$ cat src/rtl/vga_timing_pkg.sv
// Shared raster timing constants and types for the display path.
// Defaults describe 640x480@60 with a 25.175 MHz pixel clock.
package vga_timing_pkg;

  localparam int unsigned COORD_W = 10;
  typedef logic [COORD_W-1:0] coord_t;

  localparam bit SYNC_ACTIVE_LOW  = 1'b0;
  localparam bit SYNC_ACTIVE_HIGH = 1'b1;

  localparam int unsigned DEF_H_ACTIVE = 640;
  localparam int unsigned DEF_H_FP     = 16;
  localparam int unsigned DEF_H_SYNC   = 96;
  localparam int unsigned DEF_H_BP     = 48;
  localparam int unsigned DEF_V_ACTIVE = 480;
  localparam int unsigned DEF_V_FP     = 10;
  localparam int unsigned DEF_V_SYNC   = 2;
  localparam int unsigned DEF_V_BP     = 33;

  function automatic int unsigned timing_total(
    input int unsigned active,
    input int unsigned fp,
    input int unsigned sync,
    input int unsigned bp
  );
    return active + fp + sync + bp;
  endfunction

  localparam int unsigned DEF_H_TOTAL =
    timing_total(DEF_H_ACTIVE, DEF_H_FP, DEF_H_SYNC, DEF_H_BP);
  localparam int unsigned DEF_V_TOTAL =
    timing_total(DEF_V_ACTIVE, DEF_V_FP, DEF_V_SYNC, DEF_V_BP);

endpackage

$ cat src/rtl/sync_delay_line.sv
// Enable-gated shift register of configurable width and depth.
// Every stage resets to RST_VAL; q is the input from DEPTH enabled edges ago.
module sync_delay_line #(
  parameter int unsigned     WIDTH   = 1,
  parameter int unsigned     DEPTH   = 1,
  parameter logic [WIDTH-1:0] RST_VAL = '0
) (
  input  logic             clk,
  input  logic             rst,
  input  logic             en,
  input  logic [WIDTH-1:0] d,
  output logic [WIDTH-1:0] q
);

  logic [WIDTH-1:0] stage_q [DEPTH];
  logic [WIDTH-1:0] stage_d [DEPTH];

  always_comb begin
    stage_d = stage_q;
    if (en) begin
      stage_d[0] = d;
      for (int unsigned i = 1; i < DEPTH; i++) begin
        stage_d[i] = stage_q[i-1];
      end
    end
  end

  always_ff @(posedge clk) begin
    if (rst) begin
      for (int unsigned i = 0; i < DEPTH; i++) begin
        stage_q[i] <= RST_VAL;
      end
    end else begin
      stage_q <= stage_d;
    end
  end

  assign q = stage_q[DEPTH-1];

endmodule

$ cat src/rtl/vga_sync_gen.sv
// Raster timing generator: registered pixel coordinates, syncs and DE,
// plus PIPE_DELAY-aligned copies. Define VGA_FRAME_COUNT_EN to add frameCount.
module vga_sync_gen
  import vga_timing_pkg::*;
#(
  parameter int unsigned H_ACTIVE   = DEF_H_ACTIVE,
  parameter int unsigned H_FP       = DEF_H_FP,
  parameter int unsigned H_SYNC     = DEF_H_SYNC,
  parameter int unsigned H_BP       = DEF_H_BP,
  parameter int unsigned V_ACTIVE   = DEF_V_ACTIVE,
  parameter int unsigned V_FP       = DEF_V_FP,
  parameter int unsigned V_SYNC     = DEF_V_SYNC,
  parameter int unsigned V_BP       = DEF_V_BP,
  parameter bit          SYNC_POL   = SYNC_ACTIVE_LOW,
  parameter int unsigned PIPE_DELAY = 3
) (
  input  logic               vgaClk,
  input  logic               rst,
  input  logic               enable,
  output logic [COORD_W-1:0] pixelX,
  output logic [COORD_W-1:0] pixelY,
  output logic               videoOn,
  output logic               hsync,
  output logic               vsync,
  output logic               lineStart,
  output logic               frameStart,
`ifdef VGA_FRAME_COUNT_EN
  output logic [15:0]        frameCount,
`endif
  output logic               hsyncD,
  output logic               vsyncD,
  output logic               videoOnD
);

  localparam int unsigned H_TOTAL = timing_total(H_ACTIVE, H_FP, H_SYNC, H_BP);
  localparam int unsigned V_TOTAL = timing_total(V_ACTIVE, V_FP, V_SYNC, V_BP);

  localparam int unsigned HS_START = H_ACTIVE + H_FP;
  localparam int unsigned HS_END   = H_ACTIVE + H_FP + H_SYNC;
  localparam int unsigned VS_START = V_ACTIVE + V_FP;
  localparam int unsigned VS_END   = V_ACTIVE + V_FP + V_SYNC;

  localparam coord_t H_LAST = coord_t'(H_TOTAL - 1);
  localparam coord_t V_LAST = coord_t'(V_TOTAL - 1);

  if (H_TOTAL > 1024) begin : g_bad_h_total
    $error("vga_sync_gen: H_TOTAL exceeds 10-bit counter range");
  end
  if (V_TOTAL > 1024) begin : g_bad_v_total
    $error("vga_sync_gen: V_TOTAL exceeds 10-bit counter range");
  end
  if (PIPE_DELAY < 1 || PIPE_DELAY > 8) begin : g_bad_pipe_delay
    $error("vga_sync_gen: PIPE_DELAY must be in 1..8");
  end

  coord_t h_cnt_q, h_cnt_d;
  coord_t v_cnt_q, v_cnt_d;
  coord_t pixel_x_q, pixel_x_d;
  coord_t pixel_y_q, pixel_y_d;
  logic   video_on_q, video_on_d;
  logic   hsync_q, hsync_d;
  logic   vsync_q, vsync_d;
  logic   line_start_q, line_start_d;
  logic   frame_start_q, frame_start_d;
  logic   at_frame_origin;

  assign at_frame_origin = (h_cnt_q == '0) && (v_cnt_q == '0);

  // Outputs sample the current count, then the count advances: edge N shows position N-1.
  always_comb begin
    h_cnt_d       = h_cnt_q;
    v_cnt_d       = v_cnt_q;
    pixel_x_d     = pixel_x_q;
    pixel_y_d     = pixel_y_q;
    video_on_d    = video_on_q;
    hsync_d       = hsync_q;
    vsync_d       = vsync_q;
    line_start_d  = 1'b0;
    frame_start_d = 1'b0;
    if (enable) begin
      pixel_x_d     = h_cnt_q;
      pixel_y_d     = v_cnt_q;
      video_on_d    = (32'(h_cnt_q) < H_ACTIVE) && (32'(v_cnt_q) < V_ACTIVE);
      hsync_d       = ((32'(h_cnt_q) >= HS_START) && (32'(h_cnt_q) < HS_END))
                      ? SYNC_POL : ~SYNC_POL;
      vsync_d       = ((32'(v_cnt_q) >= VS_START) && (32'(v_cnt_q) < VS_END))
                      ? SYNC_POL : ~SYNC_POL;
      line_start_d  = (h_cnt_q == '0);
      frame_start_d = at_frame_origin;
      if (h_cnt_q == H_LAST) begin
        h_cnt_d = '0;
        v_cnt_d = (v_cnt_q == V_LAST) ? '0 : v_cnt_q + coord_t'(1);
      end else begin
        h_cnt_d = h_cnt_q + coord_t'(1);
      end
    end
  end

  always_ff @(posedge vgaClk) begin
    if (rst) begin
      h_cnt_q       <= '0;
      v_cnt_q       <= '0;
      pixel_x_q     <= '0;
      pixel_y_q     <= '0;
      video_on_q    <= 1'b0;
      hsync_q       <= ~SYNC_POL;
      vsync_q       <= ~SYNC_POL;
      line_start_q  <= 1'b0;
      frame_start_q <= 1'b0;
    end else begin
      h_cnt_q       <= h_cnt_d;
      v_cnt_q       <= v_cnt_d;
      pixel_x_q     <= pixel_x_d;
      pixel_y_q     <= pixel_y_d;
      video_on_q    <= video_on_d;
      hsync_q       <= hsync_d;
      vsync_q       <= vsync_d;
      line_start_q  <= line_start_d;
      frame_start_q <= frame_start_d;
    end
  end

  assign pixelX     = pixel_x_q;
  assign pixelY     = pixel_y_q;
  assign videoOn    = video_on_q;
  assign hsync      = hsync_q;
  assign vsync      = vsync_q;
  assign lineStart  = line_start_q;
  assign frameStart = frame_start_q;

  // Feeding the registered outputs makes q equal the source from exactly DEPTH enabled edges earlier.
  logic [2:0] dly_q;

  sync_delay_line #(
    .WIDTH   (3),
    .DEPTH   (PIPE_DELAY),
    .RST_VAL ({~SYNC_POL, ~SYNC_POL, 1'b0})
  ) u_sync_delay_line (
    .clk (vgaClk),
    .rst (rst),
    .en  (enable),
    .d   ({hsync_q, vsync_q, video_on_q}),
    .q   (dly_q)
  );

  assign hsyncD   = dly_q[2];
  assign vsyncD   = dly_q[1];
  assign videoOnD = dly_q[0];

`ifdef VGA_FRAME_COUNT_EN
  logic [15:0] frame_count_q, frame_count_d;
  logic        frame_seen_q, frame_seen_d;

  // Frame 0 reads 0: the first origin after reset only arms the counter.
  always_comb begin
    frame_count_d = frame_count_q;
    frame_seen_d  = frame_seen_q;
    if (enable && at_frame_origin) begin
      frame_seen_d = 1'b1;
      if (frame_seen_q) begin
        frame_count_d = frame_count_q + 16'd1;
      end
    end
  end

  always_ff @(posedge vgaClk) begin
    if (rst) begin
      frame_count_q <= '0;
      frame_seen_q  <= 1'b0;
    end else begin
      frame_count_q <= frame_count_d;
      frame_seen_q  <= frame_seen_d;
    end
  end

  assign frameCount = frame_count_q;
`endif

endmodule

$ cat config.mk
export PLATFORM = sky130hd
export DESIGN_NAME = vga_sync_gen
export DESIGN_NICKNAME = d
export VERILOG_FILES = /design/src/rtl/vga_timing_pkg.sv /design/src/rtl/sync_delay_line.sv /design/src/rtl/vga_sync_gen.sv
export SDC_FILE = /design/constraint.sdc
export NUM_CORES = 1
export LEC_CHECK = 0
export CORE_ASPECT_RATIO = 0.6
export CORE_MARGIN = 2
export CORE_UTILIZATION = 45
export CTS_CLUSTER_DIAMETER = 150
export DETAILED_ROUTE_END_ITERATION = 10
export GPL_ROUTABILITY_DRIVEN = 0
export GPL_TIMING_DRIVEN = 0
export PLACE_DENSITY = 0.68
export RECOVER_POWER = 50
export SLEW_MARGIN = 20
export SYNTH_ARGS = -nofsm -noshare
export SYNTH_HDL_FRONTEND = slang
export SYNTH_SLANG_ARGS = --single-unit
$ cat constraint.sdc
create_clock -name vgaClk -period 2.7 [get_ports vgaClk]
set_clock_uncertainty 0.15 [all_clocks]
set_input_delay 0.405 -clock vgaClk [delete_from_list [all_inputs] [get_ports vgaClk]]
set_output_delay 0.405 -clock vgaClk [all_outputs]
set_load 0.005 [all_outputs]
==> metrics.md, run 1 <==
| Metric | Value |
|---|---|
| Synth top cells by count | dfxtp_1, nor2_1, mux2i_1, nand3_1, a21oi_1 |
| Crit path max fanout | 10 |
| Cell variety after synth | 37 |
| RSZ-0062 raised after global routing | false |
| Hold WC Path Type | flop to flop |
| Fraction of layout cells with a size suffix above 1 | 5.986% |
| Global Route Usage Sum | 18.81% |
| CTS resizes | 0 |
| Synth Flop Type | dfxtp_1 |
| Share of the synthesized area in the top cell type | 47.42% |
| Post-Syn Area | 2280 um^2 |
| Cts hold-fix bufs | 0 |
| Clk Tree Root Cell | clkbuf_8 |
| Post-layout net count | 290 |
| Sequential cell area | 1081 um^2 |
| Synth-to-Final Area Change | 23.05% |
| Multi-input gate area | 1105 um^2 |
| Vias | 1836 |
| TritonCTS Buffers | 5 |
| Fill count | 460 |
| Final critical-path share of the clock period | 83.51% |
| P per Cell Area | 554.5 nW/um^2 |
| Syn nets | 253 |
| Die height | 59.13 um |
| CP endpoint kind | flop |
| Most common cell in the netlist | dfxtp_1 |
| Clock latency at the later pin of the worst-skew pair | 0.31 ns |
| H-tree levels | 2 |
| Max rail drop VDD | 0.0003073 V |
| Vias in the first global route | 1606 |
| Slew Limit Fails | 0 |
| Post-Syn Instances | 246 |
| Top Ports | 31 |
| Largest net degree at the start of global routing | 17 |
| Yosys warning total | 0 |
| Placed inst area | 2663 um^2 |
| DRT antenna net count | 0 |
| Post-synth EDFFs | 0 |
| Fin crit period | 2.255 ns |
| Drt wl/cell | 13.77 um |
| DRT Pass-1 Iters | 4 |
| Number of remaining DRC errors | 0 |
| Clk sink count | 54 |
| GRT overflow | 0 |
| Setup Viol. Count Final | 0 |
| WP data required | 2.75 ns |
| Crit start category | input port |
| Antenna Cells | 0 |
| Worst-Margin Slew | 0.6244 ns |
| Seq/Total Area, Yosys | 47.42% |
| Fin area | 2805 um^2 |
| Asr flop ratio synth | 0% |
| Slew margin rel. | 58.29% |
| CP arrival | 2.31 ns |
| FF+latch count, synth | 54 |
| Global-route wire length before repair | 8010 um |
| Largest cells by area after synthesis | dfxtp_1, mux2i_1, nor2_1, nand3_1, a21oi_1 |
| Reg clk slew, reported paths | 0.10 ns |
| Max Freq | 443.5 MHz |
| Setup TNS | 0 ns |
| Routed wire length | 4821 um |
| Buffer count from post-CTS setup fixing | 0 |
| Vias per cell | 5.246 |
| Pwr Total | 1.556 mW |
| Post-Syn Area per Cell | 9.267 um^2 |
| PortBufs | 30 |
| Outcome | completed |
| DP HPWL | 3412 um |
| 1st-iter DRT viols | 98 |
| CTS tree | done |
| Die Wd | 95.89 um |
| P_leak | 1.110 nW |
| Initial Util | 45.78% |
| Setup CP Type | input port to flop |
| Initial antenna violation count | 0 |
| Yosys top cell by area | dfxtp_1 |
| Core area | 4980 um^2 |
| Std-Cell Rows | 20 |
| Die area | 5670 um^2 |
| Max Cap Viol | 0 |
| Final hold violation count | 0 |
| Clock buffer depth | 2 |
[final timing paths]
path	slack, ns	end	depth (start not counted)	startpoint
worst min register to register	0.31	u_sync_delay_line.stage_q[4]	1	u_sync_delay_line.stage_q[7]
worst max-delay path	0.45	h_cnt_q[9]	6	enable
worst max register to register	0.61	v_cnt_q[6]	5	h_cnt_q[0]
worst min-delay path	0.31	u_sync_delay_line.stage_q[4]	1	u_sync_delay_line.stage_q[7]
[stage by stage]
stage	hold WS (ns)	setup slack (ns)	std cells	utilization, %
2_1_floorplan	0.2814	0.8315	246	-
3_3_place_gp	0.2894	0.2243	342	53.47
4_1_cts	0.3128	0.5499	350	56.33
6_report	0.3114	0.4453	350	56.33
5_1_grt	0.3326	0.2498	350	56.33
3_5_place_dp	0.2908	0.2249	342	53.47
[critical path, stage by stage]
cell and delay (ns):
dlygate4sd3_1 0.64, clkbuf_1 0.41, nand4_1 0.29, nor4_1 0.34
xnor2_1 0.16, nor2_1 0.05
[routing by layer]
metal / vias up / track usage, % / wire, um
met2: 44 / 23.68 / 1809
met1: 852 / 30.06 / 2654
met5: - / 0 / 0
li1: 930 / - / -
met3: 10 / 5.852 / 288
met4: 0 / 5.102 / 69
[power by group]
| group | switching [mW] | total [mW] | internal, mW | leakage (nW) |
|---|---|---|---|---|
| clock network | 0.267 | 0.662 | 0.395 | 0.0714 |
| logic | 0.0425 | 0.0770 | 0.0345 | 0.601 |
| registers | 0.00757 | 0.816 | 0.809 | 0.438 |
[cell families (layout without fill, tap and decap cells)]
group | count (synthesis) | in the layout | share of synthesized area [%]
simple gates | 106 | 106 | 24.09
buf+inv | 22 | 60 | 4.116
compound gates | 27 | 27 | 8.233
fa+ha+maj | 4 | 4 | 2.195
mux | 23 | 23 | 10.10
xor+xnor | 10 | 10 | 3.842
flops | 54 | 54 | 47.42
[sequential cells by signal, indices dropped and copies added (netlist names)]
name                       count
vsync                          1
u_sync_delay_line.stage_q      6
videoOn                        1
frameStart                     1
hsync                          1
pixelY                        10
pixelX                        10
v_cnt_q                       10
h_cnt_q                       10
u_sync_delay_line.q            3
lineStart                      1
[area by class of cell]
cell class	instances	share of cell area, %
buffer	15	2.409
clock buffer	6	2.944
sequential	54	38.54
inverter	7	0.9367
clock inverter	2	2.141
tap	66	2.944
multi-input combinational	170	39.38
timing repair buffer	30	10.70
[cell usage in the layout (no fill, tap or decap), types with 2 or more instances in the layout]
master,instances
dfxtp_1,54
nand2_1,10
ha_1,4
nand2b_1,5
o21ai_0,2
nor4_1,5
bufinv_16,2
mux2i_1,23
nor2_1,36
inv_1,7
nor2b_1,7
clkbuf_8,6
nand4_1,6
xnor2_1,5
xor2_1,5
nand4b_1,2
buf_2,3
buf_1,2
nand3_1,13
o31ai_1,2
clkbuf_1,9
a21oi_1,11
a211o_1,6
and4_1,2
dlygate4sd3_1,30
nor3_1,7
or4_1,2
or3_4,2
and3_1,5
(Power assumes the default switching activity.)
==> inputs of run 2 (changes only) <==
- clock period: 2.7 -> 2.2 ns (I/O delays scaled with it)
==> metrics.md, run 2 (same netlist as run 1, synthesis figures left out) <==
| Metric | Value |
|---|---|
| Worst Hold Depth | 1 (unchanged) |
| Setup TNS | 0 ns (unchanged) |
| Top Ports | 31 (unchanged) |
| Die height | 59.13 um (unchanged) |
| GRT overflow | 0 (unchanged) |
| Fraction of layout cells with a size suffix above 1 | 7.343% (+1.4 points) |
| Grt met1 use | 30.06% (unchanged) |
| Fin worst setup slack | 0.1532 ns (-0.2921 ns) |
| Drt wl/cell | 13.74 um (-0.28%) |
| Crit path max fanout | 10 (unchanged) |
| Dpl ws | -0.2001 ns (-0.4250 ns) |
| Clock buffer depth | 2 (unchanged) |
| CTS tree | done |
| Clk Tree Root Cell | clkbuf_8 |
| Synth-to-Final Area Change | 23.93% |
| Slew Limit Fails | 0 (unchanged) |
| GRT busiest layer | met1 |
| H-tree levels | 2 (unchanged) |
| Core area | 4980 um^2 (unchanged) |
| DRT antenna net count | 0 (unchanged) |
| Vias in the first global route | 1606 (unchanged) |
| WP data required | 2.23 ns (-0.52 ns) |
| Outcome | completed |
| Sw frac | 20.18% (-0.20 points) |
| PortBufs | 30 (unchanged) |
| Fin crit period | 2.047 ns |
| Setup CP Type | input port to flop |
| Post-layout net count | 292 (+0.69%) |
| Number of remaining DRC errors | 0 (unchanged) |
| CP arrival | 2.08 ns (-0.23 ns) |
| R2R Setup Slk | 0.18 ns (-0.43 ns) |
| P per Cell Area | 674.5 nW/um^2 (+22%) |
| DP HPWL | 3412 um (unchanged) |
| Sequential power share | 52.6% (about the same) |
| Initial antenna violation count | 0 (unchanged) |
| Min-delay src | u_sync_delay_line.stage_q[7] |
| Sequential cell area | 1081 um^2 (unchanged) |
| Global-route wire length before repair | 8010 um (unchanged) |
| Antenna Cells | 0 (unchanged) |
| Slew margin rel. | 63.39% (+5.1 points) |
| Max Freq | 488.6 MHz |
| Worst-Margin Slew | 0.5492 ns (-0.07520 ns) |
| Switch Pwr | 0.3846 mW (+21%) |
| Initial Util | 45.78% (unchanged) |
| Combinational power share | 5.0% (about the same) |
| Hold WC Path Type | flop to flop |
| Routed wire length | 4835 um (+0.29%) |
| M3 GR Usage | 5.852% (unchanged) |
| Met2 Use GR | 23.68% (unchanged) |
| 1st-iter DRT viols | 111 (+13%) |
| Multi-input gate area | 1109 um^2 (+0.34%) |
| Reg clk slew, reported paths | 0.09 ns (about the same) |
| Max rail drop VDD | 0.0003772 V (+23%) |
| Crit start category | input port |
| DRT Pass-1 Iters | 5 (+1) |
| TritonCTS Buffers | 5 (unchanged) |
| Setup Viol. Count Final | 0 (unchanged) |
| Vias | 1846 (+0.54%) |
| Die area | 5670 um^2 (unchanged) |
| Commonest non-fill, non-tap cells in the layout | dfxtp_1, nor2_1, dlygate4sd3_1 |
| Vias per cell | 5.244 (about the same) |
| Most common cell after layout, fill and taps aside | dfxtp_1 |
| P_leak | 1.124 nW (+1.2%) |
| Clock power frac | 42.4% (-0.2 points) |
| Worst Reg-to-Reg Cells | 5 (unchanged) |
| Reg2reg start | h_cnt_q[0] |
| WHS Endpoint | u_sync_delay_line.stage_q[4] |
| Clk sink count | 54 (unchanged) |
| Fill count | 459 (-0.22%) |
| Reg2reg end | v_cnt_q[6] |
| Final critical-path share of the clock period | 93.04% |
| Global Route Usage Sum | 18.81% (unchanged) |
| Largest net degree at the start of global routing | 17 (unchanged) |
| CP endpoint kind | flop |
| Cts hold-fix bufs | 0 (unchanged) |
| Max Cap Viol | 0 (unchanged) |
| Die Wd | 95.89 um (unchanged) |
| Clock latency at the later pin of the worst-skew pair | 0.31 ns (about the same) |
| Internal power | 1.521 mW (+23%) |
| Std-Cell Rows | 20 (unchanged) |
| Final hold violation count | 0 (unchanged) |
| RSZ-0062 raised after global routing | false |
[run 2: routing by layer]
metal | up-vias | wire length, um | share of wire [%]
met5 | - | 0 | 0
li1 | 937 | - | -
met1 | 863 | 2638 | 55
met3 | 8 | 258 | 5.3
met2 | 38 | 1879 | 39
met4 | 0 | 58 | 1.2
[run 2: how the worst max path moves through the flow]
| stage | depth (start not counted) | slack [ns] | endpoint | from |
|---|---|---|---|---|
| 6_report | 5 | 0.15 | pixelY[7] | enable |
| 5_1_grt | 5 | 0.009 | v_cnt_q[9] | h_cnt_q[3] |
| 4_1_cts | 5 | 0.12 | v_cnt_q[6] | h_cnt_q[1] |
| 3_5_place_dp | 6 | -0.20 | h_cnt_q[9] | enable |
| 3_3_place_gp | 6 | -0.20 | h_cnt_q[9] | enable |
| 2_1_floorplan | 5 | 0.33 | v_cnt_q[9] | h_cnt_q[5] |
[run 2: what timing repair did]
item | in CTS | in global routing
gates resized for setup | 0 | 3
setup endpoints to repair | 0 | 9
buffers inserted | 0 | 2
[run 2: critical path, cell delays in order]
cell           delay (ns)
dlygate4sd3_1        0.64
clkbuf_1             0.44
buf_2                0.39
mux2i_1              0.23
nor2_1               0.05
[run 2: power by group through the flow]
| stage | Clock (mW) | Sequential [mW] | Combinational [mW] |
|---|---|---|---|
| finish | 0.808 | 1.00 | 0.0957 |
| global route | 0.857 | 1.00 | 0.106 |
| floorplan | 0 | 1.02 | 0.0606 |
| global placement | 0 | 1.02 | 0.0972 |
| CTS | 0.825 | 1.00 | 0.0988 |
| detailed placement | 0 | 1.02 | 0.0982 |
[run 2: cell type report]
class / count / area share (%)
inverter: 7 / 0.9300
clock inverter: 2 / 2.126
timing repair buffer: 32 / 11.16
tap: 66 / 2.923
multi-input combinational: 170 / 39.24
sequential: 54 / 38.26
buffer: 15 / 2.436
clock buffer: 6 / 2.923
[run 2: metrics by stage]
| stage | util (%) | power [mW] | hold slack (ns) | instance area [um^2] | instances |
|---|---|---|---|---|---|
| after floorplan | - | 1.084 | 0.2814 | 2280 | 246 |
| after global placement | 53.47 | 1.122 | 0.2894 | 2663 | 342 |
| after detailed placement | 53.47 | 1.123 | 0.2908 | 2663 | 342 |
| after CTS | 56.33 | 1.926 | 0.3128 | 2805 | 350 |
| after global routing | 56.73 | 1.967 | 0.3326 | 2825 | 352 |
| final | 56.73 | 1.906 | 0.3094 | 2825 | 352 |
